<file path="src/rtl/gpu_pkg.sv">
// ---------------------------------------------------------------------------
// gpu_pkg
// Shared definitions for the GPU coordinate datapath.
//   COORD_W     : width of one signed coordinate word
//   coord_t     : signed coordinate type
//   vsr_state_t : control states of the vertex stream reader
//   sat_coord() : saturates a coordinate into an inclusive [lo, hi] range
// No ports (package).
// ---------------------------------------------------------------------------
package gpu_pkg;

   localparam int COORD_W = 10;

   typedef logic signed [COORD_W-1:0] coord_t;

   typedef enum logic [1:0] {
      IDLE   = 2'd0,
      STREAM = 2'd1,
      DONE   = 2'd2
   } vsr_state_t;

   // Both compares are signed because every operand is coord_t.
   function automatic coord_t sat_coord(input coord_t value,
                                        input coord_t lo,
                                        input coord_t hi);
      coord_t result;
      result = value;
      if (value < lo) begin
         result = lo;
      end else if (value > hi) begin
         result = hi;
      end
      return result;
   endfunction

endpackage

</file>
<file path="src/rtl/vsr_bank.sv">
// ---------------------------------------------------------------------------
// vsr_bank
// NUM_WORDS x WIDTH word store for the vertex stream reader.
// Synchronous write, asynchronous (combinational) read.
// Ports:
//   clk      in  1      rising-edge clock
//   rst      in  1      synchronous active-low reset, clears every word
//   we       in  1      write enable (already qualified by the caller)
//   wr_addr  in  AW     write index
//   wr_data  in  WIDTH  write word
//   rd_addr  in  AW     read index; indices >= NUM_WORDS read as zero
//   rd_data  out WIDTH  word at rd_addr
// ---------------------------------------------------------------------------
module vsr_bank
   import gpu_pkg::*;
#(
   parameter int WIDTH     = COORD_W,
   parameter int NUM_WORDS = 9,
   parameter int AW        = 4
) (
   input  logic             clk,
   input  logic             rst,
   input  logic             we,
   input  logic [AW-1:0]    wr_addr,
   input  logic [WIDTH-1:0] wr_data,
   input  logic [AW-1:0]    rd_addr,
   output logic [WIDTH-1:0] rd_data
);

   localparam logic [AW:0] NW = NUM_WORDS[AW:0];

   logic [WIDTH-1:0] mem [NUM_WORDS];

   // Storage: reset clears the whole bank so a burst after reset streams zeros.
   always_ff @(posedge clk) begin
      if (!rst) begin
         for (int i = 0; i < NUM_WORDS; i++) begin
            mem[i] <= '0;
         end
      end else if (we) begin
         mem[wr_addr] <= wr_data;
      end
   end

   // The reader looks one index ahead, so it can present an address just past
   // the last word; that lookup is masked to zero instead of reading off the end.
   always_comb begin
      rd_data = '0;
      if ({1'b0, rd_addr} < NW) begin
         rd_data = mem[rd_addr];
      end
   end

endmodule

</file>
<file path="src/rtl/vertex_stream_reader.sv">
// ---------------------------------------------------------------------------
// vertex_stream_reader
// Holds NUM_WORDS signed coordinate words written by a host port and, on a
// start pulse, drains them in index order onto a valid/ready stream.
// Optional feature macro: VERTEX_READER_CLAMP_EN
//   defined     -> streamed words are saturated to [CLAMP_MIN, CLAMP_MAX]
//   not defined -> streamed words are the raw stored values
// Ports:
//   clk       in  1      rising-edge clock
//   rst       in  1      synchronous active-low reset
//   wr_en     in  1      write strobe
//   wr_addr   in  AW     write index 0..NUM_WORDS-1
//   wr_data   in  WIDTH  word to store
//   start     in  1      begin a burst (accepted only when idle)
//   out_ready in  1      downstream accepts the current word
//   out_valid out 1      out_data/out_idx/out_last are valid
//   out_data  out WIDTH  current word
//   out_idx   out AW     index of current word
//   out_last  out 1      current word is the final index
//   busy      out 1      burst in progress
//   done      out 1      one-cycle pulse after the final word is accepted
//   wr_err    out 1      one-cycle pulse for a rejected write
// ---------------------------------------------------------------------------
module vertex_stream_reader
   import gpu_pkg::*;
#(
   parameter int WIDTH     = COORD_W,
   parameter int NUM_WORDS = 9,
   parameter int AW        = 4,
   parameter int CLAMP_MIN = -320,
   parameter int CLAMP_MAX = 319
) (
   input  logic             clk,
   input  logic             rst,
   input  logic             wr_en,
   input  logic [AW-1:0]    wr_addr,
   input  logic [WIDTH-1:0] wr_data,
   input  logic             start,
   input  logic             out_ready,
   output logic             out_valid,
   output logic [WIDTH-1:0] out_data,
   output logic [AW-1:0]    out_idx,
   output logic             out_last,
   output logic             busy,
   output logic             done,
   output logic             wr_err
);

   localparam logic [AW:0]   NW       = NUM_WORDS[AW:0];
   localparam logic [AW-1:0] LAST_IDX = AW'(NUM_WORDS - 1);

   // Reject parameter sets the index logic cannot represent.
   if (NUM_WORDS < 2 || NUM_WORDS > 16 || (2 ** AW) < NUM_WORDS ||
       CLAMP_MIN > CLAMP_MAX) begin : g_bad_params
      $error("vertex_stream_reader: illegal parameter combination");
   end

   vsr_state_t       state;
   logic             addr_ok;
   logic             bank_we;
   logic [AW-1:0]    idx_next;
   logic [AW-1:0]    rd_addr;
   logic [WIDTH-1:0] rd_data;
   logic [WIDTH-1:0] first_word;

`ifdef VERTEX_READER_CLAMP_EN
   localparam coord_t CMIN = CLAMP_MIN[COORD_W-1:0];
   localparam coord_t CMAX = CLAMP_MAX[COORD_W-1:0];

   // Saturation is applied on the way out; the bank keeps the raw value.
   // This path assumes WIDTH equals COORD_W.
   function automatic logic [WIDTH-1:0] shape_word(input logic [WIDTH-1:0] w);
      return sat_coord(coord_t'(w), CMIN, CMAX);
   endfunction
`else
   function automatic logic [WIDTH-1:0] shape_word(input logic [WIDTH-1:0] w);
      return w;
   endfunction
`endif

   // Writes are only accepted while idle and in range, so the bank is frozen
   // for the whole burst and the output registers never go stale.
   always_comb begin
      addr_ok  = ({1'b0, wr_addr} < NW);
      bank_we  = wr_en && addr_ok && (state == IDLE);
      idx_next = out_idx + 1'b1;
      rd_addr  = (state == STREAM) ? idx_next : '0;
   end

   vsr_bank #(
      .WIDTH     (WIDTH),
      .NUM_WORDS (NUM_WORDS),
      .AW        (AW)
   ) u_bank (
      .clk     (clk),
      .rst     (rst),
      .we      (bank_we),
      .wr_addr (wr_addr),
      .wr_data (wr_data),
      .rd_addr (rd_addr),
      .rd_data (rd_data)
   );

   // A write to word 0 in the same cycle as start has not reached the bank yet
   // at that edge, so its data is forwarded straight into the first output word.
   always_comb begin
      first_word = rd_data;
      if (bank_we && (wr_addr == '0)) begin
         first_word = wr_data;
      end
   end

   // Control FSM with all stream outputs registered. out_idx doubles as the
   // burst index; the bank is read one index ahead so the next word is ready
   // to load on the edge that completes a transfer.
   always_ff @(posedge clk) begin
      if (!rst) begin
         state     <= IDLE;
         out_valid <= 1'b0;
         out_data  <= '0;
         out_idx   <= '0;
         out_last  <= 1'b0;
         busy      <= 1'b0;
         done      <= 1'b0;
         wr_err    <= 1'b0;
      end else begin
         done   <= 1'b0;
         wr_err <= wr_en && !bank_we;
         case (state)
            IDLE: begin
               if (start) begin
                  state     <= STREAM;
                  out_valid <= 1'b1;
                  out_idx   <= '0;
                  out_data  <= shape_word(first_word);
                  out_last  <= (LAST_IDX == '0);
                  busy      <= 1'b1;
               end
            end
            STREAM: begin
               if (out_ready) begin
                  if (out_last) begin
                     state     <= DONE;
                     out_valid <= 1'b0;
                     out_last  <= 1'b0;
                     busy      <= 1'b0;
                     done      <= 1'b1;
                  end else begin
                     out_idx  <= idx_next;
                     out_data <= shape_word(rd_data);
                     out_last <= (idx_next == LAST_IDX);
                  end
               end
            end
            DONE: begin
               state <= IDLE;
            end
            default: begin
               state     <= IDLE;
               out_valid <= 1'b0;
               out_last  <= 1'b0;
               busy      <= 1'b0;
            end
         endcase
      end
   end

endmodule

</file>
<file path="config.mk">
export PLATFORM = sky130hd
export DESIGN_NAME = vertex_stream_reader
export DESIGN_NICKNAME = d
export VERILOG_FILES = /design/src/rtl/gpu_pkg.sv /design/src/rtl/vsr_bank.sv /design/src/rtl/vertex_stream_reader.sv
export SDC_FILE = /design/constraint.sdc
export NUM_CORES = 1
export LEC_CHECK = 0
export CELL_PAD_IN_SITES_DETAIL_PLACEMENT = 0
export CELL_PAD_IN_SITES_GLOBAL_PLACEMENT = 2
export CORE_ASPECT_RATIO = 1.75
export CORE_MARGIN = 4
export CORE_UTILIZATION = 30
export CTS_BUF_LIST = sky130_fd_sc_hd__clkbuf_2
export CTS_CLUSTER_SIZE = 24
export DETAILED_ROUTE_END_ITERATION = 10
export GPL_TIMING_DRIVEN = 1
export PLACE_DENSITY_LB_ADDON = 0.25
export SKIP_LAST_GASP = 1
export SYNTH_ARGS = -nofsm -noshare
export SYNTH_HDL_FRONTEND = slang
export SYNTH_SLANG_ARGS = --single-unit
</file>
<file path="constraint.sdc">
create_clock -name clk -period 4.4 [get_ports clk]
set_clock_uncertainty 0.15 [all_clocks]
set_input_delay 0.88 -clock clk [delete_from_list [all_inputs] [get_ports clk]]
set_output_delay 0.88 -clock clk [all_outputs]
set_load 0.05 [all_outputs]
</file>
# --- After elaboration in Yosys (flattened, before gate mapping) ---
# Memory sizes are Yosys's and may differ from the RTL's.
# Index checks and enable logic that the tools add are counted.
totals:
  elab_cells: 64
  inputBits: 19
  n_memories: 1
  ram_bits: 90
  regBits: 20
op_classes:
  order_cmp: 2
  addsub: 1
  n_eq_ne: 7
  n_mux: 31
  n_reduce_logical: 14
  bitwise: 1
memory_table:
  columns: ["name", "depth", "width", "rd", "rd_clocked_by_memory_dff", "wr", "line", "rtl"]
  rows:
  - ["u_bank.mem", 9, 10, 1, 0, 9, "vsr_bank.sv:32", "logic [WIDTH-1:0] mem [NUM_WORDS];"]
ops:
  columns: ["operator", "n"]
  rows:
  - ["2-to-1 mux 10 bit", 6]
  - ["2-to-1 mux 4 bit", 5]
  - ["case mux 10 bit (2 select lines)", 1]
  - ["2-to-1 mux 1 bit", 12]
  - ["OR reduction 10 bit", 1]
  - ["AND reduction 3 bit", 3]
  - ["< comparator 4 bit (second input constant)", 2]
  - ["!= test 2 bit (second input constant)", 4]
  - ["case mux 4 bit (2 select lines)", 1]
  - ["AND reduction 4 bit", 2]
  - ["2-to-1 mux 2 bit", 3]
  - ["case mux 1 bit (3 select lines)", 2]
  - ["adder 4 x 1 -> 4 bit (second input constant)", 1]
  - ["equality test 4 bit (second input constant)", 1]
  - ["logical AND 1 bit", 4]
  - ["zero test 4 bit", 1]
  - ["case mux 2 bit (2 select lines)", 1]
  - ["equality test 2 x 1 -> 1 bit (second input constant)", 1]
  - ["equality test 2 bit (second input constant)", 1]
  - ["zero test 2 bit", 1]
  - ["nonzero test 2 bit", 1]
  - ["zero test 1 bit", 1]
  - ["inverter 1 bit", 1]

# --- Logic depth before layout (Yosys ltp) ---
depth:
  ltp_word: 8
  ltp_mapped: 9

# --- By module ---
# A second synthesis with hierarchy kept.
hier_totals:
  hier_cells: 412
  area_unflattened_um2: 5276.3
by_module_without_submodules:
  columns: ["module", "area_per_inst_um2", "cells_per_inst", "seq_area_each_um2", "instances"]
  rows:
  - ["vsr_bank", 4212.8, 291, 2702.6, 1]
  - ["vertex_stream_reader", 1063.5, 121, 400.4, 1]

# --- Worst setup path after synthesis ---
# Ideal clock, no wire load.
synth_timing:
  path_type: "input-to-reg"
  startpoint: "in wr_en"
  endpoint: "mem u_bank.mem[3][0] in the netlist's numbering (enable)"
  setup_time_ns: 0.391
  t_required_ns: 3.859
  stages: 3
  arrival_ns: 2.428
  path_buffers: 0
  path_slack_ns: 1.431
  path_cell_list: "or3b_4 > or3_4 > o21ai_0"
synth_rtl:
  columns: ["item", "line", "rtl"]
  rows:
  - ["start: declaration", "vertex_stream_reader.sv:35", "input logic wr_en,"]
  - ["end: declaration", "vsr_bank.sv:32", null]

# --- Worst setup path after layout ---
layout_timing:
  startpoint: "reg out_idx[0]"
  endpoint: "out out_idx[0]"
layout_rtl:
  columns: ["item", "line", "rtl"]
  rows:
  - ["start: declaration", "vertex_stream_reader.sv:42", "output logic [AW-1:0] out_idx,"]
  - ["start signal: assignment", "vertex_stream_reader.sv:149", "out_idx <= idx_next;"]
# No word-level cell between the ends.

==> flow_metrics.env <==
export IMPL_dpl_hpwl_um=10500
export IMPL_clkLatencyLatePin_ns=0.67
export IMPL_p_sw_share_pct=28.1
export IMPL_cts_sinks=114
export IMPL_vias=3704
export IMPL_hold_violations=0
export IMPL_maxCapViolations=0
export IMPL_dieArea_sq_um=20800
export IMPL_arrival_ns=2.17
export IMPL_rsz0062_at_grt="no"
export IMPL_power_per_cell_area_nw_per_um2=342
export IMPL_crit_fanout=16
export IMPL_vdd_ir_drop_max_uv=153
export IMPL_core_sq_um=18100
export IMPL_yosys_warnings=0
export IMPL_grt_pass1_wl_um=23100
export IMPL_yosys_register_bits=114
export IMPL_async_flop_share_pct=0
export IMPL_seq_area_frac_synth_pct=58.1
export IMPL_avgSynthCellArea_sq_um=11.9
export IMPL_crit_slowest_cell="clkdlybuf4s50_1"
export IMPL_maxSlewHeadroom_pct=40.1
export IMPL_synth_area_sq_um=5550
export IMPL_preCtsSetupSlack_ns=0.764
export IMPL_combPwrFrac_pct=13.0
export IMPL_worst_slew_pin_slew_ns=0.898
export IMPL_critPathLaunchType="register"
export IMPL_tns_ns=0
export IMPL_path_cells="clkdlybuf4s50_1"
export IMPL_fillers=1783
export IMPL_num_rows=65
export IMPL_synth_cells=465
export IMPL_antenna_found_initial=1
export IMPL_nets=527
export IMPL_grt_pass1_vias=3914
export IMPL_clock_power_share_pct=30.3
export IMPL_fin_crit_sh_pct=72.7
export IMPL_yosysUniqueCellTypes=54
export IMPL_layout_setup_ws_ns=1.20
export IMPL_cp_num_buf_inv=1
export IMPL_layout_common_cells="edfxtp_1, and2_1, clkdlybuf4s50_1, a21oi_1, nand2_1"
export IMPL_fmax_mhz=312
export IMPL_final_max_slew_viol_count=0
export IMPL_numCtsBuffers=17
export IMPL_routed_wl_um=14900
export IMPL_grt_use_total_pct=14.9
export IMPL_intPower_mw=1.57
export IMPL_vias_per_cell=4.91
export IMPL_final_common_cell="edfxtp_1"
export IMPL_grt_max_degree=41
export IMPL_synthFlopType="edfxtp_1"
export IMPL_cts_tree="yes"
export IMPL_period_needed_ns=3.20
export IMPL_path_delay_family="buffers and inverters"
export IMPL_io_buffers=37
export IMPL_path_class="reg2out"
export IMPL_p_leak_nw=2.17
export IMPL_max_stage_delay_ns=0.89
export IMPL_p_seq_share_pct=56.8
export IMPL_p_sw_uw=613
export IMPL_outcome="finished, final reports clean"
export IMPL_clkTransAtPathRegs_ns=0.20
export IMPL_die_width_um=111
export IMPL_final_antenna_net_count=0
export IMPL_utilization_pct=35.2
export IMPL_ioPinCount=38
export IMPL_grt_overflow_total=0
export IMPL_drt_initial_drc_count=210
export IMPL_cts_repair_resized=0
export IMPL_dr_pass1_iters=4
export IMPL_die_y_um=188
export IMPL_ff2ff_setup_slack_ns=1.76
export IMPL_wire_per_inst_um=19.8
export IMPL_htree_levels=4
export IMPL_cts_hold_buf=0
export IMPL_crit_path_end_kind="output port"
export IMPL_cts_root_buf="clkbuf_2"
export IMPL_areaGrowthSynthToFinish_pct=15.0
export IMPL_synth_edf_count=94
export IMPL_start_util_pct=30.6
export IMPL_worstPathRequired_ns=3.37
export IMPL_drive_gt1_share_pct=13.9
export IMPL_cts_setup_buffers=0
export IMPL_setup_viol=0
export IMPL_drcViolationCount=0
export IMPL_clock_path_buffers=2
export IMPL_holdCritPathClass="reg2reg"
export IMPL_globalplace_congestion=0.772
power by group through the flow:
| stage | clock [mW] | sequential, mW | combinational (mW) |
|---|---|---|---|
| floorplan | 0 | 1.29 | 0.138 |
| global placement | 0 | 1.26 | 0.284 |
| detailed placement | 0 | 1.26 | 0.287 |
| CTS | 0.679 | 1.24 | 0.287 |
| global route | 0.727 | 1.24 | 0.305 |
| finish | 0.661 | 1.24 | 0.283 |
logic make-up (layout without fill, tap and decap cells):
logic type	count (synthesis)	count (layout)	share of synthesized area, %
and+or+nand+nor	194	194	20.7
xor gates and xnor gates	1	1	0.158
muxes	27	27	6.78
DFF	114	114	58.1
buffers and inverters	40	91	3.36
other	1	5	0.0675
AOI/OAI and AO/OA	86	86	10.4
adders and majority gates	2	2	0.451
synth_stat cells, types with 2 or more instances:
| cell type | count | share of area (%) |
|---|---|---|
| a21boi_0 | 2 | 0.27 |
| a21oi_1 | 36 | 3.2 |
| a22oi_1 | 2 | 0.27 |
| a31oi_1 | 9 | 1.0 |
| and2_1 | 91 | 10 |
| and2b_1 | 2 | 0.27 |
| buf_2 | 15 | 1.4 |
| buf_4 | 2 | 0.27 |
| clkbuf_1 | 10 | 0.68 |
| clkbuf_2 | 2 | 0.18 |
| dfxtp_1 | 20 | 7.2 |
| edfxtp_1 | 94 | 51 |
| ha_1 | 2 | 0.45 |
| inv_1 | 10 | 0.68 |
| mux2_2 | 5 | 1.0 |
| mux2i_1 | 14 | 2.5 |
| mux4_2 | 8 | 3.2 |
| nand2_1 | 21 | 1.4 |
| nand2b_1 | 11 | 1.2 |
| nand3_1 | 13 | 1.2 |
| nor2_1 | 20 | 1.4 |
| nor2b_1 | 7 | 0.79 |
| nor3_1 | 11 | 0.99 |
| nor3_2 | 2 | 0.36 |
| nor3b_1 | 2 | 0.27 |
| o21ai_0 | 9 | 0.81 |
| o221a_2 | 8 | 1.6 |
| o221ai_1 | 10 | 1.6 |
| o22ai_1 | 2 | 0.23 |
through the flow:
| step | power [mW] | hold slack, ns | instance area (sq um) | cells |
|---|---|---|---|---|
| 2_1_floorplan | 1.43 | 0.332 | 5560 | 468 |
| 3_3_place_gp | 1.55 | 0.343 | 6170 | 721 |
| 3_5_place_dp | 1.55 | 0.350 | 6170 | 721 |
| 4_1_cts | 2.21 | 0.371 | 6380 | 753 |
| 5_1_grt | 2.28 | 0.425 | 6380 | 754 |
| 6_report | 2.18 | 0.365 | 6380 | 754 |
metal layers:
| layer | global-route usage (%) | wire length (um) | vias to the layer above |
|---|---|---|---|
| li1 | - | - | 1788 |
| met1 | 17.2 | 6150 | 1804 |
| met2 | 25.9 | 7750 | 89 |
| met3 | 3.33 | 445 | 23 |
| met4 | 7.44 | 579 | 0 |
| met5 | 0 | 0 | - |
area by class of cell:
class	instances	area (sq um)	share of cell area [%]
antenna	1	2.50	0.0392
clock buffer	19	95.1	1.49
clock inverter	13	119	1.86
inverter	10	37.5	0.588
multi-input combinational	314	2150	33.7
sequential	114	3220	50.5
tap	234	293	4.59
timing repair buffer	49	460	7.21
flip-flops by register name (all words and copies together), names as in the netlist:
signal and cells:
busy 1, state 2, wr_err 1, out_data 10, done 1, u_bank.mem 94, out_last 1, out_idx 4
worst paths after layout:
check	endpoint	cells past startpoint	startpoint
worst max-delay path	out_idx[0]	1	out_idx[0]$_SDFFE_PN0P_
worst min-delay path	busy$_SDFFE_PN0P_	2	busy$_SDFFE_PN0P_
worst max register to register	u_bank.mem[1][5]$_SDFFCE_PN0P_	4	state[1]$_SDFFE_PN0P_
worst min register to register	busy$_SDFFE_PN0P_	2	busy$_SDFFE_PN0P_
(Power assumes the default switching activity.)
